--- src/rtl/game_flow_ctrl.sv ---
// game_flow_ctrl: top-level game-flow state machine for the tilt-ball game.
// CLASSIC mode counts lives and stops after NUM_LEVELS cleared levels;
// ENDLESS mode counts levels without limit. A watchdog in LOAD retries
// the level generator when its outputs never become ready.
// Build option: define SEL_WRAP_EN to make the menu cursor wrap at both ends
// (default build saturates the cursor).
//
// state    | meaning
// ---------+-----------------------------------------------------------
// MENU     | main menu, sel0 = CLASSIC, sel1 = ENDLESS
// PLAYING  | ball is live
// FAIL     | ball fell in a fail hole; retry or menu
// WIN      | ball reached the win hole; next level or menu
// LOAD     | waiting for level generator and accelerometer
// AGAIN    | one-cycle ball/drop reset before replaying the same level
// BALL_RST | one-cycle ball/drop reset after a fresh level load
// PAUSE    | pause menu (resume/retry/[new level]/menu)
// NEW_RST  | one-cycle level generator restart
// OVER     | game finished (out of lives or all levels cleared)
module game_flow_ctrl #(
    parameter int NUM_LEVELS   = 5,
    parameter int LEVEL_W      = 4,
    parameter int MAX_LIVES    = 3,
    parameter int LIVES_W      = 3,
    parameter int LOAD_TIMEOUT = 1000000,
    parameter int TMO_W        = 20
) (
    input  logic               CLK,
    input  logic               rst,
    input  logic               ok_pulse,
    input  logic               up_pulse,
    input  logic               down_pulse,
    input  logic               pos_ready,
    input  logic               accel_ready,
    input  logic               playing_win,
    input  logic               playing_fail,
    output logic [3:0]         state,
    output logic               game_mode,
    output logic [2:0]         select_pos,
    output logic [2:0]         max_option,
    output logic               level_gen_rst,
    output logic               latch_level,
    output logic               ball_rst,
    output logic               drop_rst,
    output logic [LEVEL_W-1:0] level,
    output logic [LIVES_W-1:0] lives,
    output logic               game_won,
    output logic               load_err
);

    typedef enum logic [3:0] {
        S_MENU     = 4'd0,
        S_PLAYING  = 4'd1,
        S_FAIL     = 4'd2,
        S_WIN      = 4'd3,
        S_LOAD     = 4'd4,
        S_AGAIN    = 4'd5,
        S_BALL_RST = 4'd6,
        S_PAUSE    = 4'd7,
        S_NEW_RST  = 4'd8,
        S_OVER     = 4'd9
    } state_t;

    localparam logic [LEVEL_W-1:0] LEVEL_MAX  = '1;
    localparam logic [LEVEL_W-1:0] LAST_LEVEL = LEVEL_W'(NUM_LEVELS - 1);
    localparam logic [LIVES_W-1:0] LIVES_INIT = LIVES_W'(MAX_LIVES);
    localparam logic [TMO_W-1:0]   TMO_LAST   = TMO_W'(LOAD_TIMEOUT - 1);

    // game_mode encoding: 0 = CLASSIC, 1 = ENDLESS
    state_t             state_q, state_d;
    logic               mode_q, mode_d;
    logic [2:0]         sel_q, sel_d;
    logic [2:0]         max_opt;
    logic [LEVEL_W-1:0] level_q, level_d;
    logic [LIVES_W-1:0] lives_q, lives_d;
    logic               won_q, won_d;
    logic               err_q, err_d;
    logic [TMO_W-1:0]   tmo_q, tmo_d;

    // State and game-progress registers with synchronous reset.
    always_ff @(posedge CLK) begin
        if (rst) begin
            state_q <= S_MENU;
            mode_q  <= 1'b1;
            sel_q   <= '0;
            level_q <= '0;
            lives_q <= LIVES_INIT;
            won_q   <= 1'b0;
            err_q   <= 1'b0;
            tmo_q   <= '0;
        end else begin
            state_q <= state_d;
            mode_q  <= mode_d;
            sel_q   <= sel_d;
            level_q <= level_d;
            lives_q <= lives_d;
            won_q   <= won_d;
            err_q   <= err_d;
            tmo_q   <= tmo_d;
        end
    end

    // Next-state, counters, one-cycle pulses and menu cursor.
    always_comb begin
        state_d       = state_q;
        mode_d        = mode_q;
        sel_d         = sel_q;
        level_d       = level_q;
        lives_d       = lives_q;
        won_d         = won_q;
        err_d         = err_q;
        tmo_d         = tmo_q;
        level_gen_rst = 1'b0;
        latch_level   = 1'b0;
        ball_rst      = 1'b0;
        drop_rst      = 1'b0;

        case (state_q)
            S_MENU, S_FAIL, S_WIN: max_opt = 3'd2;
            S_PAUSE:               max_opt = mode_q ? 3'd4 : 3'd3;
            default:               max_opt = 3'd0;
        endcase

        case (state_q)
            S_MENU: begin
                if (ok_pulse) begin
                    state_d = S_NEW_RST;
                    mode_d  = (sel_q != 3'd0);
                    level_d = '0;
                    lives_d = LIVES_INIT;
                    won_d   = 1'b0;
                end
            end
            S_NEW_RST: begin
                level_gen_rst = 1'b1;
                drop_rst      = 1'b1;
                tmo_d         = '0;
                state_d       = S_LOAD;
            end
            S_LOAD: begin
                if (pos_ready && accel_ready) begin
                    latch_level = 1'b1;
                    state_d     = S_BALL_RST;
                end else if (tmo_q == TMO_LAST) begin
                    err_d   = 1'b1;
                    state_d = S_NEW_RST;
                end else begin
                    tmo_d = tmo_q + 1'b1;
                end
            end
            S_BALL_RST, S_AGAIN: begin
                ball_rst = 1'b1;
                drop_rst = 1'b1;
                state_d  = S_PLAYING;
            end
            S_PLAYING: begin
                if (playing_fail) begin
                    state_d = S_FAIL;
                    if (!mode_q && lives_q != '0)
                        lives_d = lives_q - 1'b1;
                end else if (playing_win) begin
                    if (level_q != LEVEL_MAX)
                        level_d = level_q + 1'b1;
                    if (!mode_q && level_q == LAST_LEVEL) begin
                        won_d   = 1'b1;
                        state_d = S_OVER;
                    end else begin
                        state_d = S_WIN;
                    end
                end else if (ok_pulse) begin
                    state_d = S_PAUSE;
                end
            end
            S_FAIL: begin
                if (!mode_q && lives_q == '0)
                    state_d = S_OVER;
                else if (ok_pulse)
                    state_d = (sel_q == 3'd0) ? S_AGAIN : S_MENU;
            end
            S_WIN: begin
                if (ok_pulse)
                    state_d = (sel_q == 3'd0) ? S_NEW_RST : S_MENU;
            end
            S_PAUSE: begin
                if (ok_pulse) begin
                    case (sel_q)
                        3'd0:    state_d = S_PLAYING;
                        3'd1:    state_d = S_AGAIN;
                        3'd2:    state_d = mode_q ? S_NEW_RST : S_MENU;
                        default: state_d = S_MENU;
                    endcase
                end
            end
            S_OVER: begin
                if (ok_pulse)
                    state_d = S_MENU;
            end
            default: state_d = S_MENU;
        endcase

        // Cursor restarts at the top of every newly entered menu.
        if (state_d != state_q || ok_pulse) begin
            sel_d = '0;
        end else if (up_pulse && !down_pulse) begin
            if (sel_q != 3'd0)
                sel_d = sel_q - 3'd1;
`ifdef SEL_WRAP_EN
            else if (max_opt != 3'd0)
                sel_d = max_opt - 3'd1;
`endif
        end else if (down_pulse && !up_pulse) begin
            if (max_opt != 3'd0 && sel_q < max_opt - 3'd1)
                sel_d = sel_q + 3'd1;
`ifdef SEL_WRAP_EN
            else if (max_opt != 3'd0)
                sel_d = 3'd0;
`endif
        end
    end

    assign state      = state_q;
    assign game_mode  = mode_q;
    assign select_pos = sel_q;
    assign max_option = max_opt;
    assign level      = level_q;
    assign lives      = lives_q;
    assign game_won   = won_q;
    assign load_err   = err_q;

endmodule

--- config.mk ---
export PLATFORM = sky130hd
export DESIGN_NAME = game_flow_ctrl
export DESIGN_NICKNAME = d
export VERILOG_FILES = /design/src/rtl/game_flow_ctrl.sv
export SDC_FILE = /design/constraint.sdc
export NUM_CORES = 1
export LEC_CHECK = 0
export ABC_AREA = 1
export BUFFER_PORTS_ARGS = -buffer_cell sky130_fd_sc_hd__buf_4
export CAP_MARGIN = 40
export CORE_ASPECT_RATIO = 0.8
export CORE_MARGIN = 3
export CORE_UTILIZATION = 40
export CTS_BUF_LIST = sky130_fd_sc_hd__clkbuf_8
export DETAILED_ROUTE_END_ITERATION = 16
export GPL_TIMING_DRIVEN = 0
export PLACE_DENSITY_LB_ADDON = 0.1
export SETUP_SLACK_MARGIN = 0.3
export SLEW_MARGIN = 20
export SYNTH_ARGS = -nofsm -noshare
export SYNTH_HDL_FRONTEND = slang
export SYNTH_SLANG_ARGS = --single-unit
--- constraint.sdc ---
create_clock -name CLK -period 2.52 [get_ports CLK]
set_clock_uncertainty 0.2 [all_clocks]
set_input_delay 0.252 -clock CLK [delete_from_list [all_inputs] [get_ports CLK]]
set_output_delay 0.252 -clock CLK [all_outputs]
set_load 0.005 [all_outputs]
Word-level counts from Yosys, hierarchy flattened
Index checks and enable logic that the tools add are counted.

cells by class
  bitwise operators = 1
  add/subtract/negate cells = 6
  multiplexer cells = 45
  equal/unequal tests = 25
  reduce and logical (&&, ||, !) cells = 32
  $lt $le $gt $ge = 1

operators with widths
  operator                                              number
  two-way mux 4 bit                                     18
  two-way mux 20 bit                                    2
  case mux 20 bit (2 select lines)                      1
  case mux 4 bit (9 select lines)                       1
  two-way mux 3 bit                                     9
  adder 20 x 1 -> 20 bit (second input constant)        1
  equality test 20 bit (second input constant)          1
  equality test 4 x 3 -> 1 bit (second input constant)  5
  != test 2 bit (second input constant)                 10
  case mux 3 bit (2 select lines)                       2
  case mux 4 bit (3 select lines)                       1
  AND reduction 5 bit                                   2
  two-way mux 1 bit                                     9
  AND reduction 3 bit                                   3
  nonzero test 3 bit                                    3
  subtractor 3 x 1 -> 3 bit (second input constant)     3
  equality test 4 x 2 -> 1 bit (second input constant)  2
  equality test 4 bit (second input constant)           2
  case mux 4 bit (2 select lines)                       1
  nonzero test 2 bit                                    4
  logical AND 1 bit                                     7
  zero test 3 bit                                       2
  OR reduction 3 bit                                    2
  adder 4 x 1 -> 4 bit (second input constant)          1
  15 further kinds                                      18

storage, ports and cells
  bits of input ports = 9
  word-level logic and storage cells = 118
  output and inout port bits = 24
  register bits after elaboration = 37

Depth between registers and ports, before layout
Gate-level depths: netlist of run 1.

  word-level depth = 9
  depth in mapped cells = 17

Least setup slack after synthesis of run 1
No wires, ideal clock.

  path type = register to register
  start = reg state_q[1], in the netlist state[1]
  end = reg sel_q[2], in the netlist select_pos[2]
  cell stages (with the launch flop) = 17
  data required time = 2208 ps
  setup slack = -29 ps
  period minus slack after synthesis = 2549 ps
  arrival = 2237 ps
  cells stage by stage = dfxtp_1 nand2_2 nor2_4 nand2_2 o21ai_0 inv_1 ha_1 xor2_1 ha_1 a21oi_1 nand3_1 nand2_2 nand2_2 nand2_1 nand2_1 inv_1 nor2_1

on the way
  word-level cells in the longest chain between the ends = 8

RTL lines
  what                                                                    line  text
  start: declaration                                                      70    state_t state_q, state_d;
  start signal: assignment                                                92    state_q <= state_d;
  equality test 4 x 2 -> 1 bit / zero test 4 bit (equally long branches)  118   case (state_q)
  OR reduction 3 bit                                                      118
  case mux 3 bit (2 select lines) *                                       118
  named net max_option[1]                                                 40    output logic [2:0] max_option,
  subtractor 3 x 1 -> 3 bit                                               212   if (max_opt != 3'd0 && sel_q < max_opt - 3'd1)
  less-than comparator 3 bit                                              212
  logical AND 1 bit *                                                     212
  nonzero test 2 bit (no source line) *                                   --
  AND reduction 3 bit (no source line) *                                  --
  end signal: assignment                                                  94    sel_q <= sel_d;
  end: declaration                                                        72    logic [2:0] sel_q, sel_d;

The timed path passes the listed nets; every way through them passes the cells marked *.
A chain may end at the register's enable or synchronous reset.

Final worst setup path of run 1
  start = reg state_q[3], in the netlist state[3]
  end = reg sel_q[1], in the netlist select_pos[1]

on the way
  word-level cells in the longest chain between the ends = 8

RTL lines
  what                                                                    line
  equality test 4 x 2 -> 1 bit / zero test 4 bit (equally long branches)  118, 124
  OR reduction 3 bit                                                      118
  case mux 3 bit (2 select lines)                                         118
  subtractor 3 x 1 -> 3 bit                                               212
  less-than comparator 3 bit                                              212
  logical AND 1 bit                                                       212
  nonzero test 2 bit (no source line)                                     --
  AND reduction 3 bit (no source line)                                    --

Parallel ways exist; a longest one is shown, timed or not.

==> impl_metrics.json, run 1 <==
{
  "status": "finished, final reports clean",
  "period_minus_slack_ns": 2.452,
  "synth.avg_cell_area_um2": 6.454,
  "nets": 508,
  "grt_pass1_wl_um": 12950,
  "maxSlewHeadroom": 0.5562,
  "yosysWarnings": 0,
  "antennaDiodeCount": 0,
  "fill_cells": 684,
  "antenna_left": 0,
  "rows": 26,
  "cp_common_cell": "nand2_2",
  "start_util": 0.4271,
  "wl_per_cell_um": 13.19,
  "io_pins": 33,
  "die_x_um": 99.88,
  "path_class": "flop to flop",
  "path_clk_slew_ns": 0.07,
  "drv_cap": 0,
  "synthArstFlopShare": 0,
  "core_area_um2": 6604,
  "synth_cells": 437,
  "ys_ff_latch": 37,
  "grt_start_max_net_pins": 12,
  "port_buffers": 30,
  "tightest_slew_ns": 0.6657,
  "dieArea_um2": 8100,
  "cts_sinks": 37,
  "htreeDepth": 2,
  "layout-drive-gt1-share": 0.2273,
  "tritoncts": "done",
  "cp_max_fo": 5,
  "cp_num_buf_inv": 3,
  "areaGrowthSynthToFinish_pct": 20.72,
  "rsz0062_at_grt": "true",
  "critPathArrivalTime_ns": 2.45,
  "critPathTopFamily": "simple AND/OR/NAND/NOR gates",
  "grt_util_all_layers": 0.2005,
  "seq_area_frac_synth": 0.2626,
  "fin_util": 0.5155,
  "cts_hold_buf": 0,
  "period_share": 0.9730,
  "gp_congestion": 0.8920,
  "crit_path_start_kind": "flop",
  "synth.distinct_cells": 35,
  "whs_ns": 0.2067,
  "max_freq_mhz": 407.9,
  "cts_root_buf": "clkbuf_8",
  "stdcell_area_um2": 3405,
  "wirelength_um": 7490,
  "peakVddDrop_mv": 0.2703,
  "crit_required_ns": 2.52,
  "vias_per_cell": 5.051,
  "tns_ns": 0,
  "synth_area_um2": 2820,
  "ctsLongestPathBuffers": 2,
  "max_stage_delay_ns": 0.36,
  "cts_buffers": 5,
  "clk_latency_ns": 0.30,
  "finalHoldViolations": 0,
  "grt_pass1_vias": 2604,
  "synth_edf_count": 0,
  "ff_latch_area_um2": 753.2,
  "setup_viol": 0,
  "grt_antenna_before_repair": 0,
  "placed_cell_area_um2": 3176,
  "drtIter0Drc": 158,
  "r2r-start": "state[3]",
  "crit_chain": "inv_6 > nand2_8 > nor2_4 > nand2_4 > o21ai_4 > inv_2 > ha_4 > xor2_2 > ha_1 > a21oi_1 > nand3_1 > nand2_2 > nand2_2 > nand2_2 > nand2_2 > inv_2 > nor2_2",
  "crit_path_end_kind": "flop",
  "synthesis.nets": 461,
  "holdCritPathClass": "input port to flop",
  "dr.pass1.iters": 5,
  "cpMaxStageDelayCell": "dfxtp_4",
  "vias": 2869,
  "dpl.hpwl_um": 5753,
  "die_y_um": 81.10,
  "grt_overflow": 0,
  "p_leak_nw": 1.483,
  "slew_viol_final": 0,
  "power.density_nw_per_um2": 443.2,
  "drc": 0,
  "multi_input_area_um2": 1852,
  "startpoint": "state[3]",
  "dominantRegCellSynth": "dfxtp_1",
  "hold_start": "playing_fail"
}
[worst min-delay path, delay by kind of cell]
family                 cells  cell delay (ns)
and+or+nand+nor            3             0.16
buffers and inverters      2             0.15
AOI/OAI and AO/OA          2             0.11
[synth_stat cells, types with 7 or more instances]
library cell / n / area share
nand2_1: 114 / 0.15
inv_1: 52 / 0.069
nor2_1: 51 / 0.068
dfxtp_1: 37 / 0.26
nand3_1: 36 / 0.064
a21oi_1: 25 / 0.044
ha_1: 15 / 0.067
nand2_2: 14 / 0.031
xor2_1: 14 / 0.043
o21ai_0: 11 / 0.020
nor3_1: 10 / 0.018
a21oi_2: 8 / 0.025
inv_2: 7 / 0.0093
[metrics by stage]
step           setup WS, ns  instances  power [mW]
3_5_place_dp        0.01359        551       1.059
5_1_grt            -0.09012        568       1.603
2_1_floorplan        0.1812        437      0.9261
4_1_cts              0.1196        563       1.474
6_report            0.06813        568       1.509
3_3_place_gp        0.02649        551       1.055
[area by class of cell]
type	count	share of cell area
timing repair buffer	40	0.08820
tap	84	0.03087
clock inverter	2	0.002573
clock buffer	5	0.02021
multi-input combinational	330	0.5439
inverter	61	0.07019
buffer	9	0.02279
sequential	37	0.2212
[logic make-up after synthesis]
logic type	count (synthesis)	share of synthesized area
compound gates	52	0.1105
xor+xnor	19	0.05901
fa+ha+maj	15	0.06655
buf+inv	70	0.1078
flops	37	0.2626
simple gates	244	0.3935
[repair_timing]
item,in CTS,in global routing
setup buffers,5,5
pin swaps,3,9
resized for setup,5,13
endpoints found under the setup margin,3,23
[state kept, by name, indices dropped and copies added (netlist names)]
signal      cells
game_mode       1
game_won        1
tmo_q          20
level           4
state           4
load_err        1
select_pos      3
lives           3
[power breakdown]
group | internal [mW] | total [mW] | switching (mW)
clock | 0.184 | 0.405 | 0.220
sequential | 0.609 | 0.639 | 0.0295
combinational | 0.189 | 0.466 | 0.276
[cell usage in the layout, fill, tap and decap left out, types with 5 or more instances in the layout]
| cell | n |
|---|---|
| dfxtp_1 | 33 |
| buf_4 | 41 |
| nand4_1 | 5 |
| inv_2 | 8 |
| nand2_2 | 14 |
| o21ai_0 | 10 |
| ha_1 | 13 |
| inv_1 | 51 |
| nand3_1 | 35 |
| clkbuf_8 | 5 |
| a21oi_1 | 25 |
| nor2_1 | 49 |
| xnor2_1 | 5 |
| nor3_1 | 10 |
| nor2_2 | 5 |
| a21oi_2 | 8 |
| nand2_1 | 112 |
| xor2_1 | 13 |
[path summary, 6_finish.rpt]
kind                                      end  slack [ns]  cells past startpoint
worst max register to register  select_pos[1]        0.07                     17
worst min-delay path                 state[1]        0.21                      7
worst min register to register       load_err        0.27                      2
worst max-delay path            select_pos[1]        0.07                     17
[layer usage]
metal,global-route usage,up-vias,routed length [µm]
li1,-,1482,-
met1,0.3261,1295,4168
met2,0.2630,84,2827
met3,0.03433,8,417
met4,0.04911,0,78
met5,0,-,0
No activity file was read; power rests on OpenSTA's default activity.
==> inputs of run 2 (changes only) <==
- RECOVER_POWER: unset -> 100
==> impl_metrics.json, run 2 (synthesized netlist as in run 1, its figures left out) <==
{
  "wirelength_um": 7496,
  "crit_required_ns": 2.52,
  "period_share": 0.9729,
  "whs_ns": 0.2072,
  "critPathTopFamily": "simple AND/OR/NAND/NOR gates",
  "p_leak_nw": 1.480,
  "max_stage_delay_ns": 0.36,
  "largest_register_ffs": 20,
  "p_int_mw": 0.9813,
  "maxSlewHeadroom": 0.5561,
  "path_clk_slew_ns": 0.07,
  "peakVddDrop_mv": 0.2703,
  "netSwitchingFraction": 0.3490,
  "start_util": 0.4271,
  "vias": 2876,
  "crit_chain": "inv_6 > nand2_8 > nor2_4 > nand2_4 > o21ai_4 > inv_2 > ha_4 > xor2_2 > ha_1 > a21oi_1 > nand3_1 > nand2_2 > nand2_2 > nand2_2 > nand2_2 > inv_2 > nor2_2",
  "total_power_mw": 1.507,
  "power.density_nw_per_um2": 442.7,
  "holdCritPathClass": "input port to flop",
  "grt_start_max_net_pins": 12,
  "dr.pass1.iters": 5,
  "die_x_um": 99.88,
  "crit_path_end_kind": "flop",
  "placed_cell_area_um2": 3176,
  "antennaDiodeCount": 0,
  "path_class": "flop to flop",
  "core_area_um2": 6604,
  "grt_pass1_vias": 2604,
  "vias_per_cell": 5.063,
  "ctsLongestPathBuffers": 2,
  "final_cell_mix": "nand2_1 (112), inv_1 (51), nor2_1 (49)",
  "areaGrowthSynthToFinish_pct": 20.72,
  "pwr-share-clk": 0.268,
  "grt_util_all_layers": 0.2005,
  "cts_root_buf": "clkbuf_8",
  "cpMaxStageDelayCell": "dfxtp_4",
  "cp_common_cell": "nand2_2",
  "worst_slack_ns": 0.06842,
  "grt_antenna_before_repair": 0,
  "tightest_slew_ns": 0.6658,
  "gp_congestion": 0.8920,
  "drv_cap": 0,
  "wl_per_cell_um": 13.20,
  "netSwitchingPower_mw": 0.5260,
  "slew_viol_final": 0,
  "grt_pass1_wl_um": 12950,
  "setup_viol": 0,
  "dpl.hpwl_um": 5753,
  "finalHoldViolations": 0,
  "nets": 508,
  "grt_overflow": 0,
  "port_buffers": 30,
  "cp_num_buf_inv": 3,
  "max_freq_mhz": 407.9,
  "htreeDepth": 2,
  "layout-drive-gt1-share": 0.2273,
  "rows": 26,
  "cp_max_fo": 5,
  "crit_path_start_kind": "flop",
  "pwr-share-seq": 0.424,
  "cts_hold_buf": 0,
  "drtIter0Drc": 158,
  "drc": 0,
  "clk_latency_ns": 0.30,
  "antenna_left": 0,
  "final_common_cell": "nand2_1",
  "cts_sinks": 37,
  "dieArea_um2": 8100,
  "dp_slack_ns": 0.01359,
  "fin_util": 0.5155,
  "stdcell_area_um2": 3405,
  "critPathArrivalTime_ns": 2.45,
  "tritoncts": "done",
  "io_pins": 33,
  "cts_buffers": 5,
  "rsz0062_at_grt": "true",
  "top_register": "tmo_q",
  "die_y_um": 81.10,
  "status": "finished, final reports clean",
  "period_minus_slack_ns": 2.452,
  "combPwrFrac": 0.308
}
==> run 2: area by class of cell <==
class	instances	area, µm²
Sequential cell	37	753.2
Clock inverter	2	8.758
Buffer	9	77.57
Timing Repair Buffer	40	300.3
Tap cell	84	105.1
Fill cell	684	3199
Multi-Input combinational cell	330	1852
Inverter	61	239.0
Clock buffer	5	68.82
==> run 2: through the flow <==
step                setup TNS (ns)  cells
floorplan                        0    437
global placement                 0    551
detailed placement               0    551
CTS                              0    563
global route               -0.2419    568
finish                           0    568
==> run 2: worst paths after layout <==
kind	end	start	slack, ns	cells past startpoint
max	select_pos[1]	state[3]	0.07	17
min	state[1]	playing_fail	0.21	7
max reg2reg	select_pos[1]	state[3]	0.07	17
min reg2reg	load_err	load_err	0.27	2
==> run 2: power groups by stage <==
| stage | logic, mW | clock network, mW | registers (mW) |
|---|---|---|---|
| 2_1_floorplan | 0.279 | 0 | 0.647 |
| 6_report | 0.465 | 0.404 | 0.638 |
| 4_1_cts | 0.419 | 0.420 | 0.635 |
| 3_3_place_gp | 0.405 | 0 | 0.650 |
| 3_5_place_dp | 0.408 | 0 | 0.651 |
| 5_1_grt | 0.521 | 0.438 | 0.643 |
==> run 2: routing by layer <==
metal / part of all wire / routed length [µm] / up-vias / track usage
li1: - / - / 1482 / -
met4: 0.010 / 78 / 0 / 0.04911
met2: 0.38 / 2833 / 86 / 0.2630
met3: 0.061 / 457 / 8 / 0.03433
met1: 0.55 / 4127 / 1300 / 0.3261
met5: 0 / 0 / - / 0
==> run 2: worst min-delay path: stages <==
cell,delay (ns)
buf_4,0.11
a21oi_1,0.04
nand2_1,0.06
a21oi_1,0.07
nand2_1,0.06
nand2_1,0.04
inv_1,0.04
==> run 2: repair_timing <==
action                     CTS  global route
pin swaps                    3             9
setup endpoints to repair    3            23
buffers inserted             5             5
resized for setup            5            13
==> inputs of run 3 (changes only) <==
- CTS_CLUSTER_SIZE: unset -> 20
- GPL_TIMING_DRIVEN: 0 -> unset
==> impl_metrics.json, run 3 (synthesized netlist as in run 1, its figures left out) <==
{
  "grt_pass1_wl_um": 12560,
  "final_cell_mix": "nand2_1 (114), inv_1 (55), nor2_1 (51)",
  "cts_sinks": 37,
  "clk_latency_ns": 0.29,
  "p_int_mw": 0.9665,
  "io_pins": 33,
  "path_class": "flop to flop",
  "setup_viol": 0,
  "path_clk_slew_ns": 0.08,
  "antenna_left": 0,
  "grt_util_all_layers": 0.1950,
  "tns_ns": 0,
  "drc": 0,
  "grt_antenna_before_repair": 0,
  "die_x_um": 99.88,
  "final_common_cell": "nand2_1",
  "stdcell_area_um2": 3338,
  "fill_cells": 725,
  "r2r-start": "state[3]",
  "pwr-share-seq": 0.428,
  "period_share": 0.9253,
  "crit_required_ns": 2.50,
  "power.density_nw_per_um2": 444.8,
  "areaGrowthSynthToFinish_pct": 18.37,
  "start_util": 0.4271,
  "vias_per_cell": 4.993,
  "nets": 509,
  "ff_latch_area_um2": 750.7,
  "netSwitchingFraction": 0.3490,
  "total_power_mw": 1.485,
  "dieArea_um2": 8100,
  "port_buffers": 32,
  "tritoncts": "done",
  "slew_viol_final": 0,
  "crit_path_start_kind": "flop",
  "max_freq_mhz": 428.8,
  "ctsLongestPathBuffers": 2,
  "largest_register_ffs": 20,
  "dp_slack_ns": 0.02520,
  "placed_cell_area_um2": 3169,
  "holdCritPathClass": "input port to flop",
  "tightest_slew_ns": 0.4579,
  "layout-drive-gt1-share": 0.2000,
  "htreeDepth": 2,
  "cts_root_buf": "clkbuf_8",
  "wl_per_cell_um": 13.36,
  "top_register": "tmo_q",
  "startpoint": "state[3]",
  "pwr-share-clk": 0.273,
  "drtIter0Drc": 200,
  "cp_max_fo": 4,
  "core_area_um2": 6604,
  "period_minus_slack_ns": 2.332,
  "gp_congestion": 0.9051,
  "die_y_um": 81.10,
  "hold_start": "rst",
  "antennaDiodeCount": 0,
  "cts_buffers": 5,
  "grt_start_max_net_pins": 28,
  "wirelength_um": 7602,
  "status": "finished, final reports clean",
  "maxSlewHeadroom": 0.6924,
  "crit_path_end_kind": "flop",
  "vias": 2841,
  "combPwrFrac": 0.299,
  "finalHoldViolations": 0,
  "p_leak_nw": 1.493,
  "rsz0062_at_grt": "true",
  "peakVddDrop_mv": 0.3845,
  "worst_slack_ns": 0.1882,
  "drv_cap": 0,
  "dr.pass1.iters": 5,
  "grt_overflow": 0,
  "netSwitchingPower_mw": 0.5182,
  "critPathArrivalTime_ns": 2.32,
  "dpl.hpwl_um": 5758,
  "grt_pass1_vias": 2500,
  "rows": 26,
  "multi_input_area_um2": 1805
}
run 3: power by group through the flow:
| stage | Clock [mW] | Sequential [mW] | Combinational [mW] |
|---|---|---|---|
| 2_1_floorplan | 0 | 0.647 | 0.279 |
| 3_3_place_gp | 0 | 0.646 | 0.390 |
| 3_5_place_dp | 0 | 0.647 | 0.393 |
| 4_1_cts | 0.425 | 0.635 | 0.445 |
| 5_1_grt | 0.450 | 0.640 | 0.497 |
| 6_report | 0.405 | 0.636 | 0.444 |
run 3: worst max-delay path, stage by stage (launching register included):
cell and delay (ns):
dfxtp_1 0.36, inv_6 0.10, nand2_8 0.05, nor2_4 0.11, nand2_4 0.08, o21ai_4 0.07
inv_2 0.05, ha_2 0.17, xor2_1 0.16, ha_1 0.31, a21oi_2 0.14, nand3_1 0.09
nand2_2 0.10, nand2_2 0.06, nand2_1 0.06, nand2_1 0.04, inv_1 0.04, nor2_1 0.03
run 3: what timing repair did:
action,CTS,global route
endpoints found under the setup margin,4,22
buffers inserted,8,3
hold buffers,0,0
gates cloned,0,0
gates resized for setup,9,7
endpoints found under the hold margin,0,0
pin swaps,5,2
run 3: final timing paths:
path / to / slack [ns] / cells past startpoint
worst max-delay path: select_pos[1] / 0.19 / 17
worst min-delay path: tmo_q[11] / 0.16 / 2
worst max register to register: select_pos[1] / 0.19 / 17
worst min register to register: load_err / 0.27 / 2
run 3: layout make-up:
class	count	share of cell area
timing repair buffer	50	0.1079
sequential	37	0.2249
multi-input combinational	330	0.5409
tap	84	0.03148
inverter	61	0.07159
clock inverter	2	0.002624
clock buffer	5	0.02061
run 3: routing by layer:
metal  up-vias  track usage  wire length, µm
li1       1471            -                -
met1      1291       0.3152             4221
met2        70       0.2537             2836
met3         9      0.04034              453
met4         0      0.04502               90
met5         -            0                0
run 3: through the flow:
step	hold slack, ns	utilization	instances
after floorplan	0.2466	-	437
after global placement	0.2417	0.4799	551
after detailed placement	0.2503	0.4799	551
after CTS	0.1608	0.5068	566
after global routing	0.1512	0.5055	569
final	0.1597	0.5055	569
